## src/rtl/reg_wb_arbiter_pkg.sv

```systemverilog
// Shared types for the writeback arbiter: register/data widths and the slot payload.
// The top's DATA_W/ADDR_W parameters must match XLEN/REG_ADDR_W.
package reg_wb_arbiter_pkg;

  localparam int REG_ADDR_W = 5;
  localparam int XLEN       = 32;

  typedef struct packed {
    logic [REG_ADDR_W-1:0] addr;
    logic [XLEN-1:0]       data;
  } wb_req_t;

endpackage

```

## src/rtl/rr_arbiter.sv

```systemverilog
// Combinational round-robin arbiter: one-hot grant to the first set request
// found searching upward from ptr, wrapping from N-1 back to 0.
module rr_arbiter #(
  parameter int N = 3,
  localparam int PTR_W = (N > 1) ? $clog2(N) : 1
) (
  input  logic [N-1:0]     req,
  input  logic [PTR_W-1:0] ptr,
  output logic [N-1:0]     grant
);

  always_comb begin
    logic             found;
    logic [PTR_W-1:0] idx;
    // NOTE: every variable written here gets a default first so no latch is inferred.
    grant = '0;
    found = 1'b0;
    idx   = '0;
    for (int k = 0; k < N; k++) begin
      idx = PTR_W'((int'(ptr) + k) % N);
      if (!found && req[idx]) begin
        grant[idx] = 1'b1;
        found      = 1'b1;
      end
    end
  end

endmodule

```

## src/rtl/reg_wb_arbiter.sv

```systemverilog
// Register-file writeback arbiter: per-source holding slots, round-robin drain into a
// registered write stage, and a RAW pending scoreboard. Optional forwarding: WB_FORWARD_EN.
module reg_wb_arbiter
  import reg_wb_arbiter_pkg::*;
#(
  parameter int NUM_REQ = 3,
  parameter int DATA_W  = XLEN,
  parameter int ADDR_W  = REG_ADDR_W
) (
  input  logic                      clk,
  input  logic                      rst,
  input  logic [NUM_REQ-1:0]        req_valid,
  output logic [NUM_REQ-1:0]        req_ready,
  input  logic [NUM_REQ*ADDR_W-1:0] req_addr,
  input  logic [NUM_REQ*DATA_W-1:0] req_data,
  output logic                      wb_en,
  output logic [ADDR_W-1:0]         wb_addr,
  output logic [DATA_W-1:0]         write_data,
  input  logic [ADDR_W-1:0]         rs1_addr,
  input  logic [ADDR_W-1:0]         rs2_addr,
  output logic                      rs1_pending,
`ifdef WB_FORWARD_EN
  output logic                      rs2_pending,
  output logic                      rs1_fwd_hit,
  output logic                      rs2_fwd_hit,
  output logic [DATA_W-1:0]         rs1_fwd_data,
  output logic [DATA_W-1:0]         rs2_fwd_data
`else
  output logic                      rs2_pending
`endif
);

  localparam int PTR_W = (NUM_REQ > 1) ? $clog2(NUM_REQ) : 1;

  logic [NUM_REQ-1:0] r_full;
  wb_req_t            r_slot [NUM_REQ];
  logic [PTR_W-1:0]   r_rr_ptr;
  logic               r_wb_en;
  logic [ADDR_W-1:0]  r_wb_addr;
  logic [DATA_W-1:0]  r_wb_data;

  logic [NUM_REQ-1:0] w_grant;
  logic [NUM_REQ-1:0] w_accept;
  logic [NUM_REQ-1:0] w_load;
  logic               w_any_grant;
  wb_req_t            w_grant_req;
  logic [PTR_W-1:0]   w_grant_idx;
  logic [PTR_W-1:0]   w_next_ptr;
  logic [ADDR_W-1:0]  w_rs_addr [2];
  logic [1:0]         w_rs_pending;

  rr_arbiter #(.N(NUM_REQ)) u_rr_arbiter (
    .req   (r_full),
    .ptr   (r_rr_ptr),
    .grant (w_grant)
  );

  // A slot being drained this cycle can take a new write in the same cycle.
  assign req_ready = ~r_full | w_grant;
  assign w_accept  = req_valid & req_ready;

  // Writes to x0 complete the handshake but never occupy a slot.
  always_comb begin
    w_load = '0;
    for (int i = 0; i < NUM_REQ; i++) begin
      w_load[i] = w_accept[i] && (req_addr[i*ADDR_W +: ADDR_W] != '0);
    end
  end

  // NOTE: sequential state uses non-blocking assignments so every flop samples pre-edge values.
  always_ff @(posedge clk or posedge rst) begin
    if (rst) begin
      r_full <= '0;
    end else begin
      for (int i = 0; i < NUM_REQ; i++) begin
        if (w_accept[i]) begin
          r_full[i] <= w_load[i];
        end else if (w_grant[i]) begin
          r_full[i] <= 1'b0;
        end
      end
    end
  end

  // NOTE: slot payload is not reset; the full bit alone decides whether it is meaningful.
  always_ff @(posedge clk) begin
    for (int i = 0; i < NUM_REQ; i++) begin
      if (w_load[i]) begin
        r_slot[i].addr <= req_addr[i*ADDR_W +: ADDR_W];
        r_slot[i].data <= req_data[i*DATA_W +: DATA_W];
      end
    end
  end

  always_comb begin
    w_grant_req = '0;
    w_grant_idx = '0;
    for (int i = 0; i < NUM_REQ; i++) begin
      if (w_grant[i]) begin
        w_grant_req = r_slot[i];
        w_grant_idx = PTR_W'(i);
      end
    end
  end

  assign w_any_grant = |w_grant;
  assign w_next_ptr  = (w_grant_idx == PTR_W'(NUM_REQ - 1)) ? '0 : w_grant_idx + PTR_W'(1);

  // Output stage: address/data hold when idle so the register file sees stable values.
  always_ff @(posedge clk or posedge rst) begin
    if (rst) begin
      r_wb_en   <= 1'b0;
      r_wb_addr <= '0;
      r_wb_data <= '0;
      r_rr_ptr  <= '0;
    end else if (w_any_grant) begin
      r_wb_en   <= 1'b1;
      r_wb_addr <= w_grant_req.addr;
      r_wb_data <= w_grant_req.data;
      r_rr_ptr  <= w_next_ptr;
    end else begin
      r_wb_en   <= 1'b0;
    end
  end

  assign wb_en      = r_wb_en;
  assign wb_addr    = r_wb_addr;
  assign write_data = r_wb_data;

  assign w_rs_addr[0] = rs1_addr;
  assign w_rs_addr[1] = rs2_addr;

  // A source is pending while its register sits in any slot or in the output stage.
  always_comb begin
    w_rs_pending = '0;
    for (int s = 0; s < 2; s++) begin
      if (w_rs_addr[s] != '0) begin
        if (r_wb_en && (r_wb_addr == w_rs_addr[s])) begin
          w_rs_pending[s] = 1'b1;
        end
        for (int i = 0; i < NUM_REQ; i++) begin
          if (r_full[i] && (r_slot[i].addr == w_rs_addr[s])) begin
            w_rs_pending[s] = 1'b1;
          end
        end
      end
    end
  end

  assign rs1_pending = w_rs_pending[0];
  assign rs2_pending = w_rs_pending[1];

`ifdef WB_FORWARD_EN
  assign rs1_fwd_hit  = r_wb_en && (r_wb_addr == rs1_addr) && (rs1_addr != '0);
  assign rs2_fwd_hit  = r_wb_en && (r_wb_addr == rs2_addr) && (rs2_addr != '0);
  assign rs1_fwd_data = r_wb_data;
  assign rs2_fwd_data = r_wb_data;
`endif

endmodule

```

## config.mk

```make
export PLATFORM = sky130hd
export DESIGN_NAME = reg_wb_arbiter
export DESIGN_NICKNAME = d
export VERILOG_FILES = /design/src/rtl/reg_wb_arbiter_pkg.sv /design/src/rtl/rr_arbiter.sv /design/src/rtl/reg_wb_arbiter.sv
export SDC_FILE = /design/constraint.sdc
export NUM_CORES = 1
export LEC_CHECK = 0
export BUFFER_PORTS_ARGS = -buffer_cell sky130_fd_sc_hd__buf_2
export CORE_MARGIN = 2
export CORE_UTILIZATION = 55
export DETAILED_ROUTE_END_ITERATION = 8
export GPL_TIMING_DRIVEN = 0
export HOLD_SLACK_MARGIN = 0.08
export PLACE_DENSITY = 0.86
export SYNTH_ARGS = -nofsm -noshare
export SYNTH_HDL_FRONTEND = slang
export SYNTH_SLANG_ARGS = --single-unit
```

## constraint.sdc

```tcl
create_clock -name clk -period 11.8 [get_ports clk]
set_input_delay 2.36 -clock clk [delete_from_list [all_inputs] [get_ports clk]]
set_output_delay 2.36 -clock clk [all_outputs]
set_load 0.005 [all_outputs]
```

Yosys cells after proc, flatten, opt, wreduce, memory -nomap -nowiden
Memories as Yosys holds them, arrays and structs flattened.
Index checks and enable logic that the tools add are counted.
{ "totals": {"n_memories": 1, "reg_bits": 43, "ramBits": 111, "inputBits": 126} }
{ "op_classes": {"n_bitwise": 5, "addsub": 3, "n_div": 3, "n_eq_ne": 9, "n_mux": 46, "reduce_logical": 27, "magnitude_cmp": 6} }
{ "memory_table": {"columns": ["name", "words", "word_bits", "rd", "rd_clocked_by_memory_dff", "write_ports", "line", "source"], "rows": [
  ["r_slot", 3, 37, 3, 0, 3, "reg_wb_arbiter.sv:36", "wb_req_t r_slot [NUM_REQ];"]
]} }
{ "op_table": {"columns": ["operator", "count"], "rows": [
  ["2-to-1 mux 37 bit", 3],
  ["modulo 32 x 3 -> 32 bit, second input constant", 2],
  ["equality test 5 bit", 8],
  ["modulo 3 x 3 -> 32 bit, second input constant", 1],
  ["2-to-1 mux 1 bit", 32],
  ["nonzero test 5 bit", 5],
  ["logical AND 1 bit", 16],
  ["< comparator 2 x 3 -> 1 bit, second input constant", 3],
  ["2-to-1 mux 3 bit", 3],
  ["OR 3 bit", 3],
  ["binary-select mux 1 bit (select 2 bit)", 3],
  ["demux 1 bit (select 2 bit)", 3],
  [">= comparator 2 x 1 -> 1 bit, second input constant", 3],
  ["nonzero test 2 bit", 3],
  ["2-to-1 mux 2 bit", 2],
  ["adder 2 x 1 -> 3 bit, second input constant", 1],
  ["adder 2 x 2 -> 3 bit, second input constant", 1],
  ["AND 3 bit", 1],
  ["inverter 3 bit", 1],
  ["OR reduction 3 bit", 1],
  ["adder 2 x 1 -> 2 bit, second input constant", 1],
  ["equality test 2 bit, second input constant", 1],
  ["zero test 1 bit", 2]
]} }

Longest topological paths before layout
Gate-level depths: netlist (run 1).
{ "depth": {"word_depth": 15, "ltp_mapped": 10, "ltp_nobuf": 8} }

Hierarchy
Synthesis (run 1) repeated with hierarchy kept, for this count alone.
{ "unflattened": {"hier_cells": 416, "hier_area_um2": 6119.6} }
{ "by_module_without_submodules": {"columns": ["mod", "area_per_inst_um2", "n_inst", "cells_per_inst"], "rows": [
  ["reg_wb_arbiter", 5846.9, 1, 380],
  ["rr_arbiter", 272.8, 1, 36]
]} }

Worst setup path before layout (run 1)
Ideal clock, no wire load.
{ "synth_timing": {"kind": "input to output", "startpoint": "input port rs1_addr[0]", "endpoint": "output port rs1_pending", "slack_ns": 6.204, "arrival_ns": 3.236, "required_ns": 9.440, "cell_stages": 6, "path_buffers": 1, "cell_sequence": "clkbuf_1 xor2_1 nor4_1 nand3_1 nand4_1 o21a_1"} }
{ "synth_between": {"elab_chain_cells": 7, "word_cells_on_any_way": 14, "classes_between": "4 x eq/ne; 5 x mux; 5 x reduce/logical"} }
{ "synth_rtl": {"columns": ["item", "line", "source"], "rows": [
  ["start, declared", "reg_wb_arbiter.sv:19", "input logic [ADDR_W-1:0] rs1_addr,"],
  ["equality test 5 bit", "reg_wb_arbiter.sv:138", "if (r_wb_en && (r_wb_addr == w_rs_addr[s])) begin"],
  ["logical AND 1 bit", "reg_wb_arbiter.sv:138", null],
  ["2-to-1 mux 1 bit", "reg_wb_arbiter.sv:138", null],
  ["2-to-1 mux 1 bit (3 in series)", "reg_wb_arbiter.sv:142", "if (r_full[i] && (r_slot[i].addr == w_rs_addr[s])) begin"],
  ["2-to-1 mux 1 bit (*)", "reg_wb_arbiter.sv:137", "if (w_rs_addr[s] != '0) begin"],
  ["end, declared", "reg_wb_arbiter.sv:21", "output logic rs1_pending,"]
]} }
Mark *: on every way between the ends. The rest lies on a longest branch, timed or not.

Final worst setup path (run 1)
{ "layout_timing": {"startpoint": "input port rs2_addr[3]", "endpoint": "output port rs2_pending"} }
{ "layout_between": {"elab_chain_cells": 7, "word_cells_on_any_way": 14, "classes_between": "4 x eq/ne; 5 x mux; 5 x reduce/logical"} }
{ "layout_rtl": {"columns": ["item", "line", "source"], "rows": [
  ["start, declared", "reg_wb_arbiter.sv:20", "input logic [ADDR_W-1:0] rs2_addr,"],
  ["equality test 5 bit", "reg_wb_arbiter.sv:138", null],
  ["logical AND 1 bit", "reg_wb_arbiter.sv:138", null],
  ["2-to-1 mux 1 bit", "reg_wb_arbiter.sv:138", null],
  ["2-to-1 mux 1 bit (3 in series)", "reg_wb_arbiter.sv:142", null],
  ["2-to-1 mux 1 bit (*)", "reg_wb_arbiter.sv:137", null],
  ["end, declared", "reg_wb_arbiter.sv:29", "output logic rs2_pending"]
]} }
Marks and branches as above.

==> results of run 1 <==
==> metal layers <==
metal	part of all wire (%)	vias to the layer above	GRT usage [%]	routed length, µm
met3	7.2	56	6.80	1260
met4	3.2	4	13.1	556
met5	0.19	-	0	33
li1	-	2251	-	-
met2	50	245	44.2	8740
met1	39	2427	34.3	6850
==> critical path, delay by kind of cell <==
kind	cells	cell delay, ns
simple gates	3	0.56
xor+xnor	1	0.11
compound gates	1	0.13
buf+inv	2	0.39
==> cells by family after synthesis <==
| family | Yosys count |
|---|---|
| AOI/OAI and AO/OA | 129 |
| xor gates and xnor gates | 40 |
| adders and majority gates | 4 |
| buffers and inverters | 85 |
| DFF | 154 |
| muxes | 41 |
| and+or+nand+nor | 46 |
==> how the worst max path moves through the flow <==
| stage | startpoint | endpoint | cells past startpoint |
|---|---|---|---|
| finish | rs2_addr[3] | rs2_pending | 7 |
| global route | rs1_addr[1] | rs1_pending | 7 |
| CTS | rs1_addr[0] | rs1_pending | 7 |
| detailed placement | rs2_addr[3] | rs2_pending | 7 |
| global placement | req_addr[5] | r_slot[1][0] | 4 |
| floorplan | rs1_addr[0] | rs1_pending | 6 |
==> area by class of cell <==
cell class,count,area [µm²],share of cell area (%)
Sequential cell,154,4410,51.1
Multi-Input combinational cell,260,2100,24.4
Timing Repair Buffer,162,893,10.4
Clock buffer,17,425,4.93
Clock inverter,15,223,2.58
Buffer,44,210,2.44
Tap cell,168,210,2.44
Inverter,41,154,1.78
==> state kept, by name, indices dropped and copies added (netlist names) <==
| register | cells |
|---|---|
| write_data | 32 |
| r_full | 3 |
| wb_en | 1 |
| r_rr_ptr | 2 |
| wb_addr | 5 |
| r_slot | 111 |
==> synth_stat cells, drive strengths merged (7+ instances only) <==
cell,n,area share [%]
mux2i,39,5.7
o21ai,42,3.1
buf,19,1.7
xnor2,8,1.0
inv,41,2.2
clkbuf,25,1.4
nand2,7,0.38
o31ai,38,4.2
nand3,8,0.58
edfxtp,111,49
dfrtp,43,16
nor4,8,0.73
xor2,32,4.1
o41a,37,6.1
==> where the power goes <==
part / leakage [nW] / internal [W] / switching (W)
Clock: 0.310 / 0.000375 / 0.000217
Combinational: 1.60 / 0.000567 / 0.000840
Sequential: 1.55 / 0.000842 / 0.000117
==> metrics by stage <==
| stage | setup slack [ns] | power, W | instances | hold slack (ns) | instance area [µm²] |
|---|---|---|---|---|---|
| 3_3_place_gp | 5.87 | 0.00224 | 825 | 0.543 | 7850 |
| 2_1_floorplan | 6.20 | 0.00188 | 499 | 0.529 | 6850 |
| 4_1_cts | 5.91 | 0.00295 | 861 | 0.573 | 8630 |
| 6_report | 5.87 | 0.00296 | 861 | 0.581 | 8630 |
| 5_1_grt | 5.72 | 0.00311 | 861 | 0.597 | 8630 |
| 3_5_place_dp | 5.91 | 0.00234 | 829 | 0.560 | 7980 |
==> cell usage in the layout (no fill, tap or decap), drive strengths merged, types with 4 or more instances in the layout <==
cell type	instances
a21oi	5
buf	181
bufinv	5
clkbuf	42
clkinv	5
dfrtp	43
edfxtp	111
ha	4
inv	43
mux2i	39
nand2	7
nand3	8
nor2	5
nor4	8
o21a	5
o21ai	42
o31ai	38
o41a	37
or4	5
xnor2	8
xor2	32
==> flow_summary.toml, run 1 <==
[outcome]
status = "finished clean"

[detailed_routing]
drt_first_pass_iters = 5
ant_nets = 0
drt-vias-per-instance = 5.79
wl_per_cell_um = 20.3
route.detailed.drc = 0
drt_iter0_drc = 404
via_count = 4983
totalWireLength_um = 17400

[final_layout]
fin_nets = 810
drive_above_1_share_pct = 32.3
insertedDiodeCount = 0
area_growth_pct = 26.0
utilization_pct = 71.5
fill_cells = 813

[global_route]
grt_pass1_wl_um = 26700
grt-ovfl-total = 0
grt_use_total_pct = 27.2
grt_max_degree = 30
grt_pass1_vias = 5147
antenna_found_initial = 2

[synth]
netlist_area_mm2 = 0.00685
synthCells = 499
synthArstFlopShare_pct = 27.9
synth_adder_area_share_pct = 0.731
synthMuxAreaShare_pct = 6.03
synth.yosys.warnings = 0
synth_compound_area_share_pct = 14.5
synth_xor_area_share_pct = 5.12
synth-main-ff-cell = "edfxtp_1"
synth.avg_cell_area_um2 = 13.7
ys_ff_latch = 154
synth_edf_count = 111
synth_nets = 629
synth_top_family_by_area = "compound AO/OA/AOI/OAI gates"
synth_cell_type_count = 36
yosysSeqAreaShare_pct = 64.4
synth-simple-area-share_pct = 3.84

[sta]
slew_viol_final = 0
max_freq_ghz = 0.169
fin_worst_skew_ns = 0.00622
rsz0062_at_grt = "no"
hold_viol = 0
finalCritPeriodShare_pct = 50.2
slew_headroom_pct = 51.5
fin_crit_ns = 5.93
fin_setup_tns_ns = 0
worstMarginPinSlew_ns = 0.727
setup_violations = 0

[die]
ios = 169
num_rows = 40
die_y_um = 116
coreArea_mm2 = 0.0121
start_util_pct = 56.8
die_width_um = 116
die_area_mm2 = 0.0134

[clock_network]
cts.path.max_buffers = 2
clk_pin_slew_ns = 0.06
cts_resized = 0
cts_tree = "built"
cts_buffers = 17
clockRootBuffer = "clkbuf_16"
h-tree-depth = 4
clkSinkCount = 154
clock_latency_ns = 0.43
post_cts_buffers = 0
hold_buffers = 0

[worst_setup_path]
crit_type = "in -> out"
critPathCaptureType = "output port"
rrSetupSlack_ns = 8.37
arrival_ns = 3.57
r2r_end = "r_slot[0][6]"
worstPathRequired_ns = 9.44
critPathMaxStageDelay_ns = 0.31
r2r_start = "r_rr_ptr[1]"
path_cells = "clkbuf_1 > xor2_1 > nor4_1 > nand3_1 > nand4_1 > o21a_1 > buf_2"
r2r_cells = 9
critPathLaunchType = "input pin"
path_max_fanout = 5
cpMaxStageDelayCell = "nor4_1"

[placement]
routabilityCongestion = 0.870
portBuffers = 158
place_hpwl_um = 11900

[pwr]
ir_drop_v = 0.000182
power_density_mw_per_mm2 = 343
power.leakage_nw = 3.47

[hold_path]
min_from = "r_slot[2][5]"
worstHoldEndpoint = "write_data[5]"
min_path_cells = 3
hold_class = "reg -> reg"

[flow_run]
maxCapViolCount = 0
Note: power is estimated with default switching activity, not from simulation.
==> run 2: changes to the inputs <==
--- a/config.mk
+++ b/config.mk
@@ -7,11 +7,11 @@
 export LEC_CHECK = 0
 export BUFFER_PORTS_ARGS = -buffer_cell sky130_fd_sc_hd__buf_2
 export CORE_MARGIN = 2
-export CORE_UTILIZATION = 55
+export CORE_UTILIZATION = 53
 export DETAILED_ROUTE_END_ITERATION = 8
 export GPL_TIMING_DRIVEN = 0
 export HOLD_SLACK_MARGIN = 0.08
-export PLACE_DENSITY = 0.86
+export PLACE_DENSITY = 0.83
 export SYNTH_ARGS = -nofsm -noshare
 export SYNTH_HDL_FRONTEND = slang
 export SYNTH_SLANG_ARGS = --single-unit
==> constraint.sdc (replaced) <==
create_clock -name clk -period 6 [get_ports clk]
set_input_delay 1.2 -clock clk [delete_from_list [all_inputs] [get_ports clk]]
set_output_delay 1.2 -clock clk [all_outputs]
set_load 0.005 [all_outputs]
==> run 2 against run 1 <==
Compared with the run above: critical path depth increased by 3; sequential share of layout area increased by 0.37 points; non-clock buffer count unchanged; die area increased by 3.6%; cell count increased by 0.35%; clock skew increased by 0.0058 ns; combinational power increased by 94%.
==> flow_summary.toml, run 2 (synthesis results as in run 1) <==
[outcome]
status = "finished clean"

[sta]
fin_crit_ns = 4.25
slew_viol_final = 0
hold_viol = 0
finalCritPeriodShare_pct = 70.8
slew_headroom_pct = 54.0
hold_slack_ns = 0.566
fin_worst_skew_ns = 0.0120
worstMarginPinSlew_ns = 0.688
setup_violations = 0
rsz0062_at_grt = "no"
fin_setup_tns_ns = 0
max_freq_ghz = 0.235

[die]
coreArea_mm2 = 0.0126
die_area_mm2 = 0.0138
die_width_um = 118
ios = 169
num_rows = 41
start_util_pct = 54.2
die_y_um = 118

[pwr]
power_density_mw_per_mm2 = 663
ir_drop_v = 0.000402
power.leakage_nw = 3.44

[detailed_routing]
drt_first_pass_iters = 5
drt_iter0_drc = 299
via_count = 4851
wl_per_cell_um = 19.5
totalWireLength_um = 16800
route.detailed.drc = 0
drt-vias-per-instance = 5.61
ant_nets = 0

[final_layout]
stdcell_count = 864
drive_above_1_share_pct = 32.2
fill_cells = 890
finalInstanceArea_mm2 = 0.00857
fin_nets = 810
final_cell_mix = "buf_2 (174), edfxtp_1 (111), dfrtp_1 (43)"
insertedDiodeCount = 0
regMostFlops = "r_slot"
largest_reg_flops = 111
area_growth_pct = 25.1
final_common_cell = "buf_2"

[worst_setup_path]
critPathCaptureType = "output port"
rrSetupSlack_ns = 2.71
arrival_ns = 3.05
cpMaxStageDelayCell = "dfrtp_1"
r2r_cells = 10
path_cells = "inv_1 > ha_1 > mux2_2 > mux2_2 > and3b_1 > clkbuf_1 > clkbuf_1 > nor2_1 > nand2_1 > buf_2"
crit_type = "reg -> out"
r2r_end = "r_slot[2][28]"
critPathLaunchType = "flip-flop"
path_max_fanout = 10
critPathMaxStageDelay_ns = 0.40
r2r_start = "r_rr_ptr[1]"
startpoint = "r_rr_ptr[1]"
worstPathRequired_ns = 4.80

[clock_network]
cts_tree = "built"
hold_buffers = 0
clockRootBuffer = "clkbuf_16"
clk_pin_slew_ns = 0.06
post_cts_buffers = 0
clock_latency_ns = 0.42
clkSinkCount = 154
cts_resized = 0
cts_buffers = 17
cts.path.max_buffers = 2
h-tree-depth = 4

[hold_path]
worstHoldEndpoint = "write_data[5]"
min_from = "r_slot[2][5]"
hold_class = "reg -> reg"
min_path_cells = 3

[global_route]
grt_max_degree = 30
grt_use_total_pct = 25.0
grt_pass1_vias = 5065
antenna_found_initial = 1
grt_pass1_wl_um = 26600
grt-ovfl-total = 0

[placement]
dp.cells = 833
portBuffers = 158
dpl_cell_area_mm2 = 0.00797
routabilityCongestion = 0.887
place_hpwl_um = 11800

[flow_run]
maxCapViolCount = 0
==> run 2: cell count changes in the layout (fill, tap and decap cells not counted) <==
cell / previous run / this run
buf_12: 1 / 3
bufinv_16: 5 / 3
clkinv_4: 2 / 3
buf_16: 3 / 1
==> run 2: final cells by class <==
class / count / area (µm²) / area share, %
buffer: 44 / 210 / 2.45
clock buffer: 17 / 425 / 4.97
clock inverter: 14 / 171 / 2.00
inverter: 41 / 154 / 1.80
multi-input combinational: 260 / 2100 / 24.5
sequential: 154 / 4410 / 51.5
tap: 172 / 215 / 2.51
timing repair buffer: 162 / 878 / 10.3
==> run 2: where the power goes <==
group | switching, W | internal [W] | total, W
sequential | 0.000211 | 0.00165 | 0.00187
combinational | 0.00163 | 0.00111 | 0.00274
clock | 0.000421 | 0.000653 | 0.00107
==> run 2: worst max-delay path, delay by kind of cell, from the launching register on <==
family / cells / cell delay [ns]
buffers and inverters: 4 / 0.73
multiplexers: 2 / 0.63
AND/OR/NAND/NOR: 3 / 0.61
flip-flops: 1 / 0.40
adder cells (fa/ha/maj): 1 / 0.26
==> run 2: routing by layer <==
metal  vias up  global-route usage [%]  routed length [µm]
met5         -                       0                  12
met1      2361                    31.8                6760
met4         2                    9.11                 332
met2       206                    41.9                8460
met3        32                    6.06                1250
li1       2250                       -                   -
==> run 2: stage by stage <==
stage / setup WS [ns] / utilization (%) / power, W
global placement: 0.713 / 62.2 / 0.00442
finish: 1.75 / 67.9 / 0.00568
detailed placement: 2.20 / 63.1 / 0.00458
floorplan: 1.85 / - / 0.00370
CTS: 1.76 / 67.9 / 0.00568
global route: 1.56 / 67.9 / 0.00601
==> run 2: worst max-delay path by stage <==
stage | to | depth (start not counted) | slack [ns]
final | req_ready[2] | 10 | 1.75
after global routing | req_ready[2] | 10 | 1.56
after CTS | req_ready[2] | 10 | 1.76
after detailed placement | req_ready[2] | 10 | 2.20
after global placement | r_slot[0][19] | 8 | 0.71
after floorplan | r_slot[0][0] | 8 | 1.85
